File: src/rtl/cpu_pkg.sv
// Shared fetch-stage types: widths, NOP encoding, fetch FSM states and the IF/ID slot layout.
// No logic here; no latency; no backpressure.
// Imported by etapa_busqueda and registro_if_id.
package cpu_pkg;

    localparam int XLEN = 64;
    localparam int ILEN = 32;
    localparam logic [ILEN-1:0] NOP_INSTR = 32'h0000_0013;

    typedef enum logic [1:0] {
        FETCH = 2'd0,
        WAIT  = 2'd1,
        HOLD  = 2'd2,
        DRAIN = 2'd3
    } fetch_state_t;

    typedef struct packed {
        logic            valid;
        logic [ILEN-1:0] instruccion;
        logic [XLEN-1:0] pc;
    } if_id_t;

endpackage

File: src/rtl/registro_if_id.sv
// IF/ID pipeline register: load, hold under stall, flush to an empty NOP slot.
// Latency: 1 edge from load to output.
// Backpressure: stall holds a valid slot; an empty slot is consumed/overwritten regardless.
module registro_if_id
    import cpu_pkg::*;
#(
    parameter logic [ILEN-1:0] NOP_INSTR = cpu_pkg::NOP_INSTR
) (
    input  logic   clk,
    input  logic   rst,
    input  logic   flush,
    input  logic   load,
    input  logic   stall,
    input  if_id_t load_dat,
    output if_id_t slot
);

    if_id_t slot_q, slot_d;

    // Flush beats load; an unstalled valid slot with nothing new empties itself.
    always_comb begin
        slot_d = slot_q;
        if (flush) begin
            slot_d.valid       = 1'b0;
            slot_d.instruccion = NOP_INSTR;
        end else if (load) begin
            slot_d = load_dat;
        end else if (slot_q.valid && !stall) begin
            slot_d.valid       = 1'b0;
            slot_d.instruccion = NOP_INSTR;
        end
    end

    always_ff @(posedge clk or posedge rst) begin
        if (rst) begin
            slot_q <= '{valid: 1'b0, instruccion: NOP_INSTR, pc: '0};
        end else begin
            slot_q <= slot_d;
        end
    end

    assign slot = slot_q;

endmodule

File: src/rtl/etapa_busqueda.sv
// Fetch stage: PC, imem req/valid FSM, one-entry hold buffer, IF/ID register (IF_PERF_CNT_EN adds wait counter).
// Latency: request cycle to IF/ID 2 edges later with 1-cycle memory; 1 instruction / 2 cycles.
// Backpressure: decode stall parks one response in the hold buffer; redirect flushes and drains.
module etapa_busqueda
    import cpu_pkg::*;
#(
    parameter logic [XLEN-1:0] PC_RESET  = '0,
    parameter logic [ILEN-1:0] NOP_INSTR = cpu_pkg::NOP_INSTR
) (
    input  logic            clk,
    input  logic            reset,
    output logic            imem_req,
    output logic [XLEN-1:0] imem_addr,
    input  logic            imem_valid,
    input  logic [ILEN-1:0] imem_data,
    input  logic            stall,
    input  logic            redirect,
    input  logic [XLEN-1:0] redirect_pc,
    output logic            id_valid,
    output logic [ILEN-1:0] id_instruccion,
    output logic [XLEN-1:0] id_pc
`ifdef IF_PERF_CNT_EN
    ,
    output logic [31:0]     perf_espera_cnt
`endif
);

    fetch_state_t    state_q, state_d;
    logic [XLEN-1:0] pc_q, pc_d;
    logic [XLEN-1:0] addr_q, addr_d;
    logic            req_q, req_d;
    if_id_t          hold_q, hold_d;

    logic            id_load;
    if_id_t          id_load_dat;
    if_id_t          id_slot;
    if_id_t          fetched;
    logic            slot_free;
    logic [XLEN-1:0] pc_plus4;
    logic [XLEN-1:0] redirect_tgt;

    assign pc_plus4     = pc_q + XLEN'(4);
    assign redirect_tgt = {redirect_pc[XLEN-1:2], 2'b00};
    assign slot_free    = !id_slot.valid || !stall;
    assign fetched      = '{valid: 1'b1, instruccion: imem_data, pc: pc_q};

    // FETCH with req_q=0 only happens right after reset: it raises the first request.
    // Every entry into FETCH from elsewhere issues the request on the same edge.
    always_comb begin
        state_d     = state_q;
        pc_d        = pc_q;
        req_d       = 1'b0;
        addr_d      = addr_q;
        hold_d      = hold_q;
        id_load     = 1'b0;
        id_load_dat = fetched;
        if (redirect) begin
            pc_d   = redirect_tgt;
            hold_d = '0;
            if ((state_q == FETCH && req_q) || (state_q == WAIT && !imem_valid)) begin
                state_d = DRAIN;
            end else begin
                state_d = FETCH;
                req_d   = 1'b1;
                addr_d  = redirect_tgt;
            end
        end else begin
            case (state_q)
                FETCH: begin
                    if (req_q) begin
                        state_d = WAIT;
                    end else begin
                        req_d  = 1'b1;
                        addr_d = pc_q;
                    end
                end
                WAIT: begin
                    if (imem_valid) begin
                        pc_d = pc_plus4;
                        if (slot_free) begin
                            id_load = 1'b1;
                            state_d = FETCH;
                            req_d   = 1'b1;
                            addr_d  = pc_plus4;
                        end else begin
                            hold_d  = fetched;
                            state_d = HOLD;
                        end
                    end
                end
                HOLD: begin
                    if (!stall) begin
                        id_load      = 1'b1;
                        id_load_dat  = hold_q;
                        hold_d.valid = 1'b0;
                        state_d      = FETCH;
                        req_d        = 1'b1;
                        addr_d       = pc_q;
                    end
                end
                DRAIN: begin
                    if (imem_valid) begin
                        state_d = FETCH;
                        req_d   = 1'b1;
                        addr_d  = pc_q;
                    end
                end
                default: state_d = FETCH;
            endcase
        end
    end

    always_ff @(posedge clk or posedge reset) begin
        if (reset) begin
            state_q <= FETCH;
            pc_q    <= PC_RESET;
            req_q   <= 1'b0;
            addr_q  <= '0;
            hold_q  <= '0;
        end else begin
            state_q <= state_d;
            pc_q    <= pc_d;
            req_q   <= req_d;
            addr_q  <= addr_d;
            hold_q  <= hold_d;
        end
    end

    registro_if_id #(
        .NOP_INSTR (NOP_INSTR)
    ) u_if_id (
        .clk      (clk),
        .rst      (reset),
        .flush    (redirect),
        .load     (id_load),
        .stall    (stall),
        .load_dat (id_load_dat),
        .slot     (id_slot)
    );

    assign imem_req       = req_q;
    assign imem_addr      = addr_q;
    assign id_valid       = id_slot.valid;
    assign id_instruccion = id_slot.instruccion;
    assign id_pc          = id_slot.pc;

`ifdef IF_PERF_CNT_EN
    logic [31:0] perf_q, perf_d;

    always_comb begin
        perf_d = perf_q;
        if (state_q != FETCH && perf_q != 32'hFFFF_FFFF) begin
            perf_d = perf_q + 32'd1;
        end
    end

    always_ff @(posedge clk or posedge reset) begin
        if (reset) begin
            perf_q <= '0;
        end else begin
            perf_q <= perf_d;
        end
    end

    assign perf_espera_cnt = perf_q;
`endif

endmodule

File: config.mk
export PLATFORM = sky130hd
export DESIGN_NAME = etapa_busqueda
export DESIGN_NICKNAME = d
export VERILOG_FILES = /design/src/rtl/cpu_pkg.sv /design/src/rtl/registro_if_id.sv /design/src/rtl/etapa_busqueda.sv
export SDC_FILE = /design/constraint.sdc
export NUM_CORES = 1
export LEC_CHECK = 0
export ABC_AREA = 0
export CAP_MARGIN = 20
export CORE_MARGIN = 5
export CORE_UTILIZATION = 45
export DETAILED_ROUTE_END_ITERATION = 10
export PLACE_DENSITY = 0.69
export SETUP_SLACK_MARGIN = 0.4
export SLEW_MARGIN = 20
export SYNTH_ARGS = -nofsm -noshare
export SYNTH_HDL_FRONTEND = slang
export SYNTH_SLANG_ARGS = --single-unit
File: constraint.sdc
create_clock -name clk -period 28 [get_ports clk]
set_input_delay 2.8 -clock clk [delete_from_list [all_inputs] [get_ports clk]]
set_output_delay 2.8 -clock clk [all_outputs]
set_load 0.005 [all_outputs]
==> out/qor.yml <==
status: "finished clean"
worst-path-buf-inv: 2
period_minus_slack_ns: 5.92
postCtsSetupBuffers: 0
period_share: 0.211
die_area_um2: 38800
drc_errors: 0
crit_slowest_cell: "and3_4"
synthCells: 1651
ant_nets: 0
synth_cell_types: 66
clock_sinks: 320
worst_pin_slew_ns: 1.13
rows: 68
ys_warn_count: 0
drive_above_1_share: 0.0788
finalSetupViolations: 0
ys_async_sr_fraction: 1.00
avgSynthCellArea_um2: 9.53
final_cell_mix: "dfrtp_1 (317), clkdlybuf4s50_1 (259), nand2_1 (256)"
io_buffer_count: 260
grt.overflow.total: 0
synth_fp_nets: 1757
grt_pass1_wl_mm: 77.8
crit_required_ns: 28.44
slew_headroom: 0.238
coreArea_um2: 34500
place_hpwl_mm: 32.4
worstHoldStart: "u_if_id.slot[64]$_DFFE_PP1P_"
worstPathCellList: "clkdlybuf4s50_1 -> nand2_1 -> o21ai_0 -> and3_4 -> buf_4 -> nor2_1 -> a31oi_1"
netlist_area_um2: 15700
max_freq_mhz: 169
utilization: 0.571
htreeDepth: 2
power.density_nw_per_um2: 88.6
nets: 1917
crit_path_end_kind: "register"
fin_cells: 2294
clockRootBuffer: "clkbuf_16"
crit_family: "simple AND/OR/NAND/NOR gates"
synth_flop_cell: "dfrtp_1"
first_global_vias: 13341
cp_max_fo: 76
placed_cells: 2227
cts_tree: "yes"
drtPass1Iterations: 5
cts_hold_buf: 0
num_antenna_cells: 0
min_path_type: "register to register"
startpoint_type: "input port"
maxCapViolCount: 0
start_util: 0.455
die_x_um: 197
die_h_um: 197
leakage_nw: 8.22
vias: 13404
startpoint: "imem_valid"
worstPathArrival_ns: 6.36
vias_per_cell: 5.84
cts_buffers: 37
critPathMaxStageDelay_ns: 0.87
fin_worst_skew_ns: 0.0229
areaGrowthSynthToFinish_pct: 25.4
wl_per_cell_um: 21.4
final_hold_viol_count: 0
rsz0062_at_grt: "false"
cts_buffer_depth: 3
ys_seq_elements: 320
gp_congestion: 0.857
clk_pin_slew_ns: 0.06
finalMaxSlewViolations: 0
crit_type: "input port to register"
ir_worst_vdd_mv: 0.0424
synth_edf_count: 0
setup_tns_ns: 0
grt_max_degree: 124
cts_resized: 0
yosysSeqAreaShare: 0.509
drt_iter0_drc: 1191
antenna_found_initial: 3
io_pins: 263
reg2reg_from: "state_q[1]$_DFFE_PP0P_"
grt_usage: 0.248
worstSkewPairLatency_ns: 0.52
final_common_cell: "dfrtp_1"
drt-total-wl_mm: 49.0
metal layers:
layer  GRT usage  wire length [um]  vias up
li1            -                 -     6110
met1       0.354             21500     6645
met2       0.390             22500      547
met3      0.0504              3640       96
met4      0.0670              1300        6
met5           0                34        -
registers in the layout, summed over array words and instances, names as in the netlist:
register and count:
hold_q 96, pc_q 62, state_q 2, imem_addr 63, u_if_id.slot 96, imem_req 1
logic make-up after synthesis:
| family | synth area share |
|---|---|
| AOI/OAI and AO/OA | 0.150 |
| adders and majority gates | 0.00398 |
| buffers and inverters | 0.0457 |
| DFF | 0.509 |
| xor gates and xnor gates | 0.0590 |
| and+or+nand+nor | 0.184 |
| muxes | 0.0479 |
tightest hold or removal path, stage by stage, from the launching register on:
cell and delay (ns):
dfstp_2 0.36, inv_1 0.05, a32oi_1 0.05
per-stage QoR:
stage	hold slack, ns	area, um^2	worst slack, ns	power (mW)
finish	0.465	19700	22.08	1.75
global route	0.476	19700	21.87	1.85
CTS	0.470	19700	22.12	1.76
detailed placement	0.461	18500	21.59	1.27
global placement	0.449	18500	21.67	1.26
floorplan	0.448	15700	16.35	0.935
cells in the mapped netlist, types with 3 or more instances:
library cell / count / area [um^2]
buf_2: 12 / 60.1
a32oi_1: 6 / 52.6
nand3_1: 36 / 180
buf_1: 12 / 45.0
a22o_1: 93 / 815
a21oi_1: 32 / 160
and3_1: 10 / 62.6
a221oi_1: 5 / 43.8
ha_1: 5 / 62.6
dfstp_2: 3 / 78.8
mux2_2: 34 / 383
o31ai_1: 17 / 128
o21a_1: 7 / 52.6
nor2b_1: 5 / 31.3
nand2b_1: 6 / 37.5
inv_1: 12 / 45.0
and4_1: 7 / 61.3
nand4_1: 42 / 263
clkbuf_1: 126 / 473
buf_6: 4 / 45.0
dfrtp_1: 317 / 7930
a31oi_1: 63 / 394
o311ai_0: 3 / 26.3
nand2_1: 257 / 965
xor2_1: 37 / 324
or3_1: 4 / 25.0
o21ai_0: 88 / 440
a211oi_1: 10 / 75.1
nor2_1: 164 / 616
a221o_1: 3 / 30.0
xnor2_1: 69 / 604
buf_4: 5 / 37.5
a21boi_0: 6 / 45.0
nor3_1: 48 / 240
and2_1: 11 / 68.8
nor4_1: 21 / 131
mux2i_1: 37 / 370
power breakdown:
part	internal, mW	switching [mW]	total [mW]
clock network	0.291	0.193	0.485
registers	0.579	0.0948	0.673
logic	0.297	0.292	0.589
final cells by class:
class / instances / area (um^2)
Clock buffer: 57 / 1140
Clock inverter: 10 / 88.8
Fill cell: 3037 / 14800
Inverter: 14 / 62.6
Multi-Input combinational cell: 1157 / 7090
Sequential cell: 320 / 8010
Tap cell: 455 / 569
Timing Repair Buffer: 281 / 2760
worst paths after layout:
path / end / slack, ns / cells after the start
hold / removal: u_if_id.slot[64]$_DFFE_PP1P_ / 0.47 / 2
min in group asynchronous: hold_q[87]$_DFFE_PP0P_ / 2.84 / 2
setup / recovery: u_if_id.slot[33]$_DFFE_PP0P_ / 22.08 / 7
setup reg to reg: u_if_id.slot[33]$_DFFE_PP0P_ / 23.90 / 9
hold reg to reg: u_if_id.slot[64]$_DFFE_PP1P_ / 0.47 / 2
max in group asynchronous: imem_addr[36]$_DFFE_PP0P_ / 22.93 / 4
Power figures use the tool's default switching activity.
